<file path="src/rtl/uart_tx_serializer_if.sv">
// uart_tx_serializer_if: TX FIFO read port, frame configuration and serial line of the UART TX engine.
interface uart_tx_serializer_if #(
   parameter int WORD_SIZE = 8
);
   logic                 txEn_in;
   logic                 parityEn_in;
   logic                 parityOdd_in;
   logic                 stopBits2_in;
   logic                 fifoEmpty_in;
   logic [WORD_SIZE-1:0] fifoData_in;
   logic                 fifoReadEn_out;
   logic                 tx_out;
   logic                 busy_out;
   logic                 frameDone_out;
   modport master (
      output txEn_in, parityEn_in, parityOdd_in, stopBits2_in, fifoEmpty_in, fifoData_in,
      input  fifoReadEn_out, tx_out, busy_out, frameDone_out
   );
   modport slave (
      input  txEn_in, parityEn_in, parityOdd_in, stopBits2_in, fifoEmpty_in, fifoData_in,
      output fifoReadEn_out, tx_out, busy_out, frameDone_out
   );
endinterface

</file>
<file path="src/rtl/uart_tx_serializer.sv">
// uart_tx_serializer: pops words from the TX FIFO and sends start, LSB-first data, optional parity and 1/2 stop bits.
module uart_tx_serializer #(
   parameter int WORD_SIZE    = 8,
   parameter int CLKS_PER_BIT = 868,
   parameter int CNT_W        = $clog2(CLKS_PER_BIT)
) (
   input logic                clk_in,
   input logic                rstN,
   uart_tx_serializer_if.slave txif
);
   localparam int BIT_W = $clog2(WORD_SIZE + 1);
   typedef enum logic [2:0] {IDLE, FETCH, LOAD, START, DATA, PARITY, STOP} state_t;
   state_t               state_q, state_d;
   logic [CNT_W-1:0]     cnt_q, cnt_d;
   logic [BIT_W-1:0]     bit_q, bit_d;
   logic [WORD_SIZE-1:0] shift_q, shift_d;
   logic                 par_en_q, par_en_d, par_q, par_d, stop2_q, stop2_d;
   logic                 tick, ready, last_data, last_stop, timed;
   assign tick      = cnt_q == CNT_W'(CLKS_PER_BIT - 1);
   assign ready     = txif.txEn_in && !txif.fifoEmpty_in;
   assign last_data = bit_q == BIT_W'(WORD_SIZE - 1);
   assign last_stop = tick && (!stop2_q || bit_q != '0);
   assign timed     = state_q inside {START, DATA, PARITY, STOP};
   always_ff @(posedge clk_in or negedge rstN) begin
      if (!rstN) begin
         state_q  <= IDLE;
         cnt_q    <= '0;
         bit_q    <= '0;
         shift_q  <= '0;
         par_en_q <= 1'b0;
         par_q    <= 1'b0;
         stop2_q  <= 1'b0;
      end else begin
         state_q  <= state_d;
         cnt_q    <= cnt_d;
         bit_q    <= bit_d;
         shift_q  <= shift_d;
         par_en_q <= par_en_d;
         par_q    <= par_d;
         stop2_q  <= stop2_d;
      end
   end
   always_comb begin
      state_d  = state_q;
      cnt_d    = (timed && !tick) ? cnt_q + CNT_W'(1) : '0;
      bit_d    = bit_q;
      shift_d  = shift_q;
      par_en_d = par_en_q;
      par_d    = par_q;
      stop2_d  = stop2_q;
      unique case (state_q)
         IDLE:   state_d = ready ? FETCH : IDLE;
         FETCH:  state_d = LOAD;
         LOAD: begin
            shift_d  = txif.fifoData_in;
            par_en_d = txif.parityEn_in;
            par_d    = ^txif.fifoData_in ^ txif.parityOdd_in;
            stop2_d  = txif.stopBits2_in;
            bit_d    = '0;
            state_d  = START;
         end
         START:  state_d = tick ? DATA : START;
         DATA: begin
            shift_d = tick ? shift_q >> 1 : shift_q;
            bit_d   = !tick ? bit_q : last_data ? '0 : bit_q + BIT_W'(1);
            state_d = !tick ? DATA : !last_data ? DATA : par_en_q ? PARITY : STOP;
         end
         PARITY: state_d = tick ? STOP : PARITY;
         STOP: begin
            // bit_q doubles as the stop-bit index so the second stop bit reuses the baud counter
            bit_d   = tick ? bit_q + BIT_W'(1) : bit_q;
            state_d = !last_stop ? STOP : ready ? FETCH : IDLE;
         end
         default: state_d = IDLE;
      endcase
   end
   assign txif.fifoReadEn_out = state_q == FETCH;
   assign txif.busy_out       = state_q != IDLE;
   assign txif.frameDone_out  = state_q == STOP && last_stop;
   assign txif.tx_out         = state_q == START  ? 1'b0 :
                                state_q == DATA   ? shift_q[0] :
                                state_q == PARITY ? par_q : 1'b1;
endmodule

</file>
<file path="src/flat_wrapper.sv">
// flat-port wrapper written by rule: the top's interface ports become plain ports
module uart_tx_serializer_flat 
#(
   parameter int WORD_SIZE    = 8,
   parameter int CLKS_PER_BIT = 868,
   parameter int CNT_W        = $clog2(CLKS_PER_BIT)
)
  (clk_in, rstN, txif_txEn_in, txif_parityEn_in, txif_parityOdd_in, txif_stopBits2_in, txif_fifoEmpty_in, txif_fifoData_in, txif_fifoReadEn_out, txif_tx_out, txif_busy_out, txif_frameDone_out);
  uart_tx_serializer_if #(.WORD_SIZE(WORD_SIZE)) txif_i ();
  input logic clk_in;
  input logic rstN;
  input wire logic [$bits(txif_i.txEn_in)-1:0] txif_txEn_in;
  input wire logic [$bits(txif_i.parityEn_in)-1:0] txif_parityEn_in;
  input wire logic [$bits(txif_i.parityOdd_in)-1:0] txif_parityOdd_in;
  input wire logic [$bits(txif_i.stopBits2_in)-1:0] txif_stopBits2_in;
  input wire logic [$bits(txif_i.fifoEmpty_in)-1:0] txif_fifoEmpty_in;
  input wire logic [$bits(txif_i.fifoData_in)-1:0] txif_fifoData_in;
  output wire logic [$bits(txif_i.fifoReadEn_out)-1:0] txif_fifoReadEn_out;
  output wire logic [$bits(txif_i.tx_out)-1:0] txif_tx_out;
  output wire logic [$bits(txif_i.busy_out)-1:0] txif_busy_out;
  output wire logic [$bits(txif_i.frameDone_out)-1:0] txif_frameDone_out;
  assign txif_i.txEn_in = txif_txEn_in;
  assign txif_i.parityEn_in = txif_parityEn_in;
  assign txif_i.parityOdd_in = txif_parityOdd_in;
  assign txif_i.stopBits2_in = txif_stopBits2_in;
  assign txif_i.fifoEmpty_in = txif_fifoEmpty_in;
  assign txif_i.fifoData_in = txif_fifoData_in;
  assign txif_fifoReadEn_out = txif_i.fifoReadEn_out;
  assign txif_tx_out = txif_i.tx_out;
  assign txif_busy_out = txif_i.busy_out;
  assign txif_frameDone_out = txif_i.frameDone_out;
  uart_tx_serializer #(.WORD_SIZE(WORD_SIZE), .CLKS_PER_BIT(CLKS_PER_BIT), .CNT_W(CNT_W)) u_core (.clk_in(clk_in), .rstN(rstN), .txif(txif_i));
endmodule
</file>
<file path="config.mk">
export PLATFORM = sky130hd
export DESIGN_NAME = uart_tx_serializer_flat
export DESIGN_NICKNAME = d
export VERILOG_FILES = /design/src/rtl/uart_tx_serializer_if.sv /design/src/rtl/uart_tx_serializer.sv /design/src/flat_wrapper.sv
export SDC_FILE = /design/constraint.sdc
export NUM_CORES = 1
export LEC_CHECK = 0
export ABC_CLOCK_PERIOD_IN_PS = 2100
export BUFFER_PORTS_ARGS = -buffer_cell sky130_fd_sc_hd__buf_2
export CAP_MARGIN = 25
export CELL_PAD_IN_SITES_DETAIL_PLACEMENT = 0
export CELL_PAD_IN_SITES_GLOBAL_PLACEMENT = 1
export CORE_MARGIN = 2
export CORE_UTILIZATION = 30
export CTS_CLUSTER_DIAMETER = 40
export DETAILED_ROUTE_END_ITERATION = 16
export PLACE_DENSITY_LB_ADDON = 0.1
export SLEW_MARGIN = 20
export SYNTH_ARGS = -nofsm -noshare
export SYNTH_HDL_FRONTEND = slang
export SYNTH_SLANG_ARGS = --single-unit
</file>
<file path="constraint.sdc">
create_clock -name clk_in -period 2.1 [get_ports clk_in]
set_input_delay 0.42 -clock clk_in [delete_from_list [all_inputs] [get_ports clk_in]]
set_output_delay 0.42 -clock clk_in [all_outputs]
set_load 0.005 [all_outputs]
</file>
# Word-level counts from Yosys, hierarchy flattened
# Index checks and enable logic that the tools add are counted.
# word_totals
reg_bits	28
word_cells	55
# op_classes
addsub	2
n_eq_ne	10
mux	18
bitwise	1
reduce_logical	17
# ops
op	count
$pmux 3 s7	1
$pmux 8 s2	1
$mux 3	4
$mux 4	3
$pmux 4 s3	1
$add 10x1->10 const B	1
$eq 10x10->1 const B	1
$mux 10	1
$eq 3x3->1 const B	3
$mux 8	1
$reduce_bool 4->1	2
$reduce_xor 8->1	1
$eq 3x2->1 const B	2
$reduce_bool 3->1	2
$add 4x1->4 const B	1
$eq 4x3->1 const B	1
$logic_and 1x1->1	4
$mux 1	4
$mux 2	2
$ne 2x1->1 const B	2
$eq 3x1->1 const B	1
$logic_not 1->1	3
$logic_not 3->1	1
$reduce_and 3->1	1
other kinds (4)	4

# Depth between registers and ports, before layout
# Gate-level depths: netlist of the first run.
# depth
word_depth	5
mapped_depth	6
depth_no_buf	6

# Worst setup path before layout of the first run
# No wires, ideal clock.
# synth_timing
path_kind	register to register
startpoint	register u_core.cnt_q[0]
endpoint	register u_core.shift_q[0]
setup_time_ns	0.125
arrival_ns	1.693
required_time_ns	1.975
setup_slack_ns	0.282
stages_incl_launch_ff	6
period_less_slack_ns	1.818
path_cell_list	dfrtp_1 -> ha_1 -> nor3b_4 -> nand3_4 -> o22ai_4 -> mux2_4
# synth_between
elab_chain_cells	3
# synth_rtl
element	line_no	rtl
from (decl)	uart_tx_serializer.sv:14	logic [CNT_W-1:0] cnt_q, cnt_d;
from (signal assigned)	uart_tx_serializer.sv:35	cnt_q <= cnt_d;
$eq 10x10->1	uart_tx_serializer.sv:19	assign tick = cnt_q == CNT_W'(CLKS_PER_BIT - 1);
$ne 2x1->1 (no line)	n/a	
$reduce_and 2->1 (no line)	n/a	
to (signal assigned)	uart_tx_serializer.sv:37	shift_q <= shift_d;
to (decl)	uart_tx_serializer.sv:16	logic [WORD_SIZE-1:0] shift_q, shift_d;
# No other way between the ends.
# A chain may end at the register's enable or synchronous reset.

# Worst setup path in the final report of the first run
# layout_timing
startpoint	register u_core.cnt_q[7]
endpoint	output port txif_frameDone_out
# layout_between
elab_chain_cells	3
# layout_rtl
element	line_no	rtl
$eq 10x10->1	uart_tx_serializer.sv:19	
$logic_and 1x1->1	uart_tx_serializer.sv:22	assign last_stop = tick && (!stop2_q || bit_q != '0);
$logic_and 1x1->1	uart_tx_serializer.sv:79	assign txif.frameDone_out = state_q == STOP && last_stop;
to (decl)	flat_wrapper.sv:21	output wire logic [$bits(txif_i.frameDone_out)-1:0] txif_frameDone_out;
# No other way between the ends.

==> results.py, run 1 <==
metrics = {
    "route": {
        "vias": 1223,
        "firstDrtPassIters": 4,
        "first_iter_violations": 17,
        "drt_wl_total_mm": 3.47,
        "route.detailed.drc": 0,
        "wire_per_inst_um": 13.8,
        "via_per_inst": 4.87,
        "antenna_left": 0,
    },
    "sta": {
        "grt_setup_unrepaired": "true",
        "fin_crit_sh_pct": 96.7,
        "setup_viol": 0,
        "fmax_mhz": 493,
        "timing.final.ws_setup_ns": 0.0696,
        "worst_pin_slew_ns": 0.647,
        "slew_viol_final": 0,
        "whs_ns": 0.149,
        "period_needed_ns": 2.03,
        "hold_violations": 0,
        "finalSetupTns_ns": 0,
        "skew_ns": 0.00870,
        "relSlewSlack_pct": 56.8,
    },
    "final_layout": {
        "fin_nets": 198,
        "post_route_cells_drive_above_1_share_pct": 32.4,
        "final_area_um2": 1970,
        "num_antenna_cells": 0,
        "areaGrowthSynthToFinish_pct": 17.3,
    },
    "die": {
        "placementRows": 27,
        "core_um2": 5470,
        "start_util_pct": 30.7,
        "die_x_um": 78.9,
        "fp.dieH_um": 78.9,
        "io_pins": 19,
        "dieArea_um2": 6220,
    },
    "worst_setup_path": {
        "critical_path.slowest_cell": "dfrtp_1",
        "required_ns": 1.68,
        "cp_max_fo": 5,
        "max_stage_delay_ns": 0.44,
        "arrival_ns": 1.61,
        "criticalPathCategory": "reg2out",
        "crit_path_start_kind": "flop",
        "path_cells": "and4bb_4 -> and3_4 -> nand2_2 -> nor3_2 -> buf_2",
        "crit_path_end_kind": "primary output",
    },
    "grt": {
        "grt_max_degree": 29,
        "grt-ovfl-total": 0,
        "grt_pass1_vias": 1283,
        "antenna_found_initial": 0,
        "track_usage_pct": 12.5,
        "grt_pass1_wl_mm": 6.02,
    },
    "synthesis": {
        "synth_ff_type": "dfrtp_1",
        "ys_types": 43,
        "synth_commonest_cells": "dfrtp_1, nor2_1, mux2_4, nand2_1, xnor2_1",
        "synth-seq-cells": 28,
        "yosys.area.top_type": "dfrtp_1",
        "syn_inst": 153,
        "yosys_warnings": 0,
        "synth_edf_count": 0,
        "synth-async-reset-ratio_pct": 100,
        "synth_area_leaders": "dfrtp_1, mux2_4, xnor2_1, mux2_2, nor2_1",
        "yosys.cell_count.top_type": "dfrtp_1",
        "synth_top_area_share_pct": 41.6,
        "yosysSeqAreaShare_pct": 41.6,
        "synth.cell_area_um2": 1680,
        "syn_nets": 171,
        "avgSynthCellArea_um2": 11.0,
    },
    "cts": {
        "cts_root_buf": "clkbuf_8",
        "cts_buffers": 3,
        "clk_pin_slew_ns": 0.10,
        "clockBufferDepth": 2,
        "clock_sinks": 28,
        "clk_latency_ns": 0.28,
        "htreeDepth": 1,
        "cts_tree": "yes",
    },
    "place": {
        "globalplace.congestion": 0.790,
        "placedInstanceArea_um2": 1850,
        "portBuffers": 18,
        "hpwl_mm": 2.56,
        "place_ws_ns": 0.124,
    },
    "status": {
        "status": "complete, no violations",
    },
    "min_path": {
        "hold_path.class": "in2async",
    },
    "power": {
        "p_total_mw": 1.00,
        "leakage_nw": 0.892,
        "power_density_nw_per_um2": 507,
        "max-vdd-ir-drop_mv": 0.239,
    },
    "run": {
        "cap_violations": 0,
    },
}
-- through the flow --
stage / utilization (%) / cells
CTS: 35.5 / 248
finish: 36.1 / 251
floorplan: - / 153
global route: 36.1 / 251
detailed placement: 33.9 / 242
global placement: 33.9 / 242
-- final timing paths --
| path | from | slack, ns | depth (start not counted) | to |
|---|---|---|---|---|
| max in group asynchronous | rstN | 1.52 | 1 | u_core.bit_q[1] |
| worst min-delay path | rstN | 0.15 | 1 | u_core.cnt_q[7] |
| worst min register to register | u_core.par_q | 0.51 | 1 | u_core.par_q |
| worst max-delay path | u_core.cnt_q[7] | 0.07 | 5 | txif_frameDone_out |
| worst max register to register | u_core.cnt_q[1] | 0.20 | 6 | u_core.shift_q[5] |
| min in group clk_in | txif_fifoData_in[7] | 0.36 | 3 | u_core.shift_q[7] |
-- cells in the final DEF, fill, tap and decap left out, types with 5 or more instances in the layout --
cell type	n
xnor2_1	10
mux2_4	12
buf_2	18
o21ai_0	6
nor2_1	13
dfrtp_1	28
xor2_1	5
inv_1	6
nand2_1	9
nand3_1	6
buf_4	9
mux2_2	5
-- logic make-up after synthesis --
kind of cell               Yosys count  synth area share, %
AOI/OAI and AO/OA                   23                 10.2
adders and majority gates            3                 2.23
muxes                               18                 14.6
DFF                                 28                 41.6
buffers and inverters               11                 3.72
and+or+nand+nor                     54                 18.4
xor gates and xnor gates            16                 9.14
-- critical path: cells and delay by family, from the launching register on --
family / cells / cell delay (ns)
and+or+nand+nor: 4 / 0.76
DFF: 1 / 0.44
buffers and inverters: 1 / 0.13
-- report_power, final --
| part | switching (mW) | total [mW] | leakage (nW) | internal (mW) |
|---|---|---|---|---|
| clock network | 0.175 | 0.344 | 0.0288 | 0.168 |
| logic | 0.0361 | 0.0906 | 0.532 | 0.0546 |
| registers | 0.00898 | 0.566 | 0.332 | 0.557 |
-- registers in the layout, summed over array words and instances, names as in the netlist --
name             count
u_core.par_q         1
u_core.par_en_q      1
u_core.stop2_q       1
u_core.cnt_q        10
u_core.shift_q       8
u_core.bit_q         4
u_core.state_q       3
-- final cells by class --
type / count / area [µm²]
Multi-Input combinational cell: 114 / 948
Timing Repair Buffer: 27 / 158
Tap cell: 72 / 90.1
Sequential cell: 28 / 701
Clock buffer: 4 / 55.1
Inverter: 6 / 22.5
Fill cell: 578 / 3500
-- per-layer routing --
layer | share of wire, % | vias up | global-route usage, % | wire length (µm)
met5 | 0 | - | 0 | 0
met4 | 1.3 | 0 | 3.97 | 44
met3 | 3.2 | 6 | 2.84 | 112
met2 | 49 | 21 | 21.4 | 1690
met1 | 47 | 598 | 15.5 | 1630
li1 | - | 598 | - | -
-- repair_timing --
| action | in CTS | in global routing |
|---|---|---|
| setup buffers | 2 | 3 |
| resized for setup | 3 | 3 |
| pin swaps | 0 | 1 |
| hold buffers | 0 | 0 |
| setup endpoints to repair | 1 | 1 |
| gates cloned | 0 | 0 |
Power figures use the tool's default switching activity.
==> inputs of run 2 (changes only) <==
CORE_UTILIZATION = 46   (was 30)
==> results.py, run 2 (synthesis gave the netlist of run 1 again) <==
metrics = {
    "status": {
        "status": "complete, no violations",
    },
    "place": {
        "globalplace.congestion": 0.771,
        "placedInstanceArea_um2": 1820,
        "hpwl_mm": 2.35,
        "portBuffers": 18,
    },
    "worst_setup_path": {
        "arrival_ns": 1.66,
        "path_cells": "and4bb_4 -> and3_4 -> nand2_1 -> nor3_1 -> buf_2",
        "crit_path_end_kind": "primary output",
        "crit_path_start_kind": "flop",
        "criticalPathCategory": "reg2out",
        "path_delay_family": "simple AND/OR/NAND/NOR gates",
        "required_ns": 1.68,
        "path_buf_inv": 1,
        "critical_path.slowest_cell": "dfrtp_1",
        "cp_max_fo": 5,
        "max_stage_delay_ns": 0.42,
    },
    "final_layout": {
        "final_area_um2": 1960,
        "post_route_cells_drive_above_1_share_pct": 33.5,
        "final_common_cell": "dfrtp_1",
        "fin_nets": 201,
        "reg_top3": "u_core.cnt_q x10, u_core.shift_q x8, u_core.bit_q x4",
        "fill_cells": 303,
        "top_register": "u_core.cnt_q",
        "largest_reg_flops": 10,
        "num_antenna_cells": 0,
        "layout_common_cells": "dfrtp_1, buf_2, nor2_1",
        "areaGrowthSynthToFinish_pct": 16.4,
        "fin_util_pct": 57.3,
    },
    "cts": {
        "cts_tree": "yes",
        "clockBufferDepth": 2,
        "clk_pin_slew_ns": 0.16,
        "htreeDepth": 1,
        "cts_root_buf": "clkbuf_4",
        "cts_buffers": 3,
        "clock_sinks": 28,
        "ctsHoldBuffers": 0,
        "clk_latency_ns": 0.33,
    },
    "die": {
        "die_x_um": 64.5,
        "start_util_pct": 49.3,
        "core_um2": 3420,
        "dieArea_um2": 4160,
        "io_pins": 19,
        "fp.dieH_um": 64.5,
        "placementRows": 21,
    },
    "grt": {
        "grt_pass1_vias": 1220,
        "grt_max_degree": 29,
        "track_usage_pct": 16.9,
        "grt-ovfl-total": 0,
        "antenna_found_initial": 0,
        "grt_pass1_wl_mm": 5.55,
    },
    "route": {
        "firstDrtPassIters": 4,
        "wire_per_inst_um": 14.2,
        "first_iter_violations": 98,
        "route.detailed.drc": 0,
        "drt_wl_total_mm": 3.25,
        "vias": 1213,
        "via_per_inst": 5.32,
        "antenna_left": 0,
    },
    "sta": {
        "grt_setup_unrepaired": "true",
        "hold_violations": 0,
        "skew_ns": 0.00763,
        "fmax_mhz": 481,
        "period_needed_ns": 2.08,
        "setup_viol": 0,
        "worst_pin_slew_ns": 0.626,
        "finalSetupTns_ns": 0,
        "fin_crit_sh_pct": 99.1,
        "relSlewSlack_pct": 58.3,
        "slew_viol_final": 0,
    },
    "power": {
        "max-vdd-ir-drop_mv": 0.357,
        "power_density_nw_per_um2": 519,
        "leakage_nw": 0.903,
    },
    "run": {
        "cap_violations": 0,
    },
    "min_path": {
        "hold_path.class": "in2async",
    },
}
## run 2: changes by cell type in the layout (fill, tap and decap cells not counted), sizes merged
| cell | previous run | this run |
|---|---|---|
| buf | 27 | 30 |
| bufinv | 0 | 1 |
| clkbuf | 4 | 3 |
## run 2: worst paths after layout
| check | slack, ns | endpoint | startpoint | cells past startpoint |
|---|---|---|---|---|
| max reg2reg | 0.26 | u_core.shift_q[4] | u_core.cnt_q[1] | 6 |
| max | 0.02 | txif_frameDone_out | u_core.cnt_q[3] | 5 |
| min | 0.08 | u_core.cnt_q[5] | rstN | 1 |
| min reg2reg | 0.52 | u_core.par_q | u_core.par_q | 1 |
| min in group clk_in | 0.31 | u_core.par_en_q | txif_parityEn_in | 2 |
| max in group asynchronous | 1.62 | u_core.state_q[0] | rstN | 1 |
## run 2: cell type report
cell class	instances	area (µm²)	share of cell area [%]
well taps	46	57.6	2.94
flip-flops and latches	28	701	35.8
repair buffers	30	180	9.20
clock inverters	1	30.0	1.53
clock buffers	3	22.5	1.15
inverters	6	22.5	1.15
multi-input cells	114	945	48.2
## run 2: metrics by stage
step	instances	hold slack, ns	total power [mW]	setup slack, ns
global route	228	0.0998	1.07	-0.0676
global placement	216	0.466	0.665	0.184
CTS	225	0.0847	1.03	0.00185
floorplan	153	0.124	0.633	0.282
detailed placement	216	0.476	0.670	0.138
finish	228	0.0752	1.02	0.0199
## run 2: worst register-to-register path, stage by stage, from the launching register on
cell and delay [ns]:
dfrtp_1 0.43, ha_4 0.16, nor3b_4 0.19, buf_4 0.17
nand3_4 0.09, o22ai_4 0.38, mux2_4 0.34
## run 2: power by group
part           switching, mW  leakage, nW  internal (mW)
logic                 0.0359        0.543         0.0546
clock network          0.165       0.0279          0.193
registers            0.00975        0.332          0.558
## run 2: what timing repair did
item,4_1_cts,5_1_grt
buffers inserted,5,3
pin swaps,0,2
endpoints found under the setup margin,1,2
cloned,0,0
resized for setup,4,2
## run 2: metal layers
| layer | GRT usage, % | routed length, µm | vias to the layer above |
|---|---|---|---|
| li1 | - | - | 609 |
| met1 | 22.5 | 1600 | 582 |
| met2 | 27.2 | 1490 | 18 |
| met3 | 4.17 | 120 | 4 |
| met4 | 5.05 | 44 | 0 |
| met5 | 0 | 0 | - |
==> inputs of run 3 (changes only) <==
--- a/config.mk
+++ b/config.mk
@@ -11,5 +11,5 @@
 export CELL_PAD_IN_SITES_DETAIL_PLACEMENT = 0
 export CELL_PAD_IN_SITES_GLOBAL_PLACEMENT = 1
-export CORE_MARGIN = 2
+export CORE_MARGIN = 4
 export CORE_UTILIZATION = 46
 export CTS_CLUSTER_DIAMETER = 40
==> constraint.sdc (replaced) <==
create_clock -name clk_in -period 2.1 [get_ports clk_in]
set_input_delay 0.315 -clock clk_in [delete_from_list [all_inputs] [get_ports clk_in]]
set_output_delay 0.315 -clock clk_in [all_outputs]
set_load 0.005 [all_outputs]
==> results.py, run 3 (synthesis gave the netlist of run 1 again) <==
metrics = {
    "final_layout": {
        "areaGrowthSynthToFinish_pct": 13.8,
        "top_register": "u_core.cnt_q",
        "fill_cells": 310,
        "layout_common_cells": "dfrtp_1, buf_2, nor2_1",
        "multi_input_area_um2": 941,
        "final_area_um2": 1910,
        "fin_util_pct": 55.6,
        "post_route_cells_drive_above_1_share_pct": 31.3,
        "fin_nets": 195,
        "reg_top3": "u_core.cnt_q x10, u_core.shift_q x8, u_core.bit_q x4",
        "num_antenna_cells": 0,
        "largest_reg_flops": 10,
        "final_common_cell": "dfrtp_1",
        "seq_area_um2": 703,
    },
    "sta": {
        "timing.final.ws_setup_ns": 0.151,
        "skew_ns": 0.00296,
        "fin_crit_sh_pct": 92.8,
        "hold_violations": 0,
        "relSlewSlack_pct": 58.6,
        "finalSetupTns_ns": 0,
        "slew_viol_final": 0,
        "fmax_mhz": 513,
        "grt_setup_unrepaired": "false",
        "worst_pin_slew_ns": 0.621,
        "period_needed_ns": 1.95,
        "setup_viol": 0,
    },
    "worst_setup_path": {
        "critPathLaunch": "u_core.cnt_q[1]",
        "reg2reg_to": "u_core.shift_q[6]",
        "required_ns": 1.78,
        "arrival_ns": 1.63,
        "criticalPathCategory": "reg2out",
        "crit_path_end_kind": "primary output",
        "worstSetupEndpoint": "txif_frameDone_out",
        "cp_max_fo": 5,
        "crit_path_start_kind": "flop",
        "timing.rr.start": "u_core.cnt_q[1]",
        "r2r_cells": 6,
        "regToRegSetupSlack_ns": 0.21,
    },
    "status": {
        "status": "complete, no violations",
    },
    "cts": {
        "clockBufferDepth": 2,
        "htreeDepth": 1,
        "clk_pin_slew_ns": 0.09,
        "ctsHoldBuffers": 0,
        "cts_root_buf": "clkbuf_8",
        "cts_tree": "yes",
        "clk_latency_ns": 0.27,
        "cts_buffers": 3,
        "clock_sinks": 28,
    },
    "route": {
        "via_per_inst": 5.48,
        "route.detailed.drc": 0,
        "wire_per_inst_um": 14.5,
        "firstDrtPassIters": 4,
        "vias": 1217,
        "drt_wl_total_mm": 3.21,
        "first_iter_violations": 74,
        "antenna_left": 0,
    },
    "place": {
        "globalplace.congestion": 0.827,
        "place_ws_ns": 0.139,
        "hpwl_mm": 2.37,
        "placedInstanceArea_um2": 1820,
        "portBuffers": 18,
    },
    "die": {
        "fp.dieH_um": 68.5,
        "placementRows": 21,
        "start_util_pct": 48.9,
        "core_um2": 3440,
        "die_x_um": 68.5,
        "dieArea_um2": 4690,
        "io_pins": 19,
    },
    "power": {
        "power_density_nw_per_um2": 519,
        "p_total_uw": 994,
        "leakage_nw": 0.880,
        "max-vdd-ir-drop_mv": 0.212,
    },
    "run": {
        "cap_violations": 0,
    },
    "grt": {
        "grt_pass1_vias": 1187,
        "grt-ovfl-total": 0,
        "antenna_found_initial": 0,
        "grt_max_degree": 29,
        "track_usage_pct": 15.7,
        "grt_pass1_wl_mm": 5.46,
    },
    "min_path": {
        "hold_path.class": "in2async",
    },
}
-- run 3: changes by cell type in the layout (fill, tap and decap cells not counted), sizes merged --
cell	delta
clkbuf	+1
bufinv	-1
buf	-6
-- run 3: how the worst min path moves through the flow --
stage                     startpoint               to  slack, ns
after global routing            rstN  u_core.cnt_q[7]       0.09
after global placement          rstN  u_core.cnt_q[7]       0.36
after floorplan                 rstN  u_core.bit_q[0]       0.02
after detailed placement        rstN  u_core.cnt_q[7]       0.37
final                           rstN  u_core.cnt_q[7]       0.04
after CTS                       rstN  u_core.cnt_q[7]       0.06
-- run 3: final cells by class --
class	instances	area share (%)
tap	46	3.01
clock buffer	4	2.88
sequential	28	36.7
timing repair buffer	24	7.06
inverter	6	1.18
multi-input combinational	114	49.2
-- run 3: power by group --
group          switching (mW)  leakage, nW  internal, mW
Combinational          0.0340        0.520        0.0546
Clock                   0.171       0.0288         0.168
Sequential            0.00958        0.331         0.557
-- run 3: through the flow --
step,instances,hold WS (ns)
after global placement,216,0.364
final,222,0.0436
after detailed placement,216,0.373
after floorplan,153,0.0194
after global routing,222,0.0913
after CTS,221,0.0643
-- run 3: worst max-delay path, cell delays in order, from the launching register on --
cell and delay, ns:
dfrtp_1 0.42, ha_4 0.19, nor3b_4 0.20, and3_1 0.23, nand2_1 0.08, nor3_2 0.11
buf_2 0.13
-- run 3: what timing repair did --
item	4_1_cts	5_1_grt
buffers inserted	1	1
pin swaps	0	1
resized for setup	0	6
setup endpoints to repair	1	3
-- run 3: per-layer routing --
metal	vias up	global-route usage (%)	share of wire [%]	wire, µm
li1	591	-	-	-
met4	0	5.96	1.2	37
met2	21	25.1	46	1460
met5	-	0	0	0
met3	4	2.63	4.2	135
met1	601	21.0	49	1580
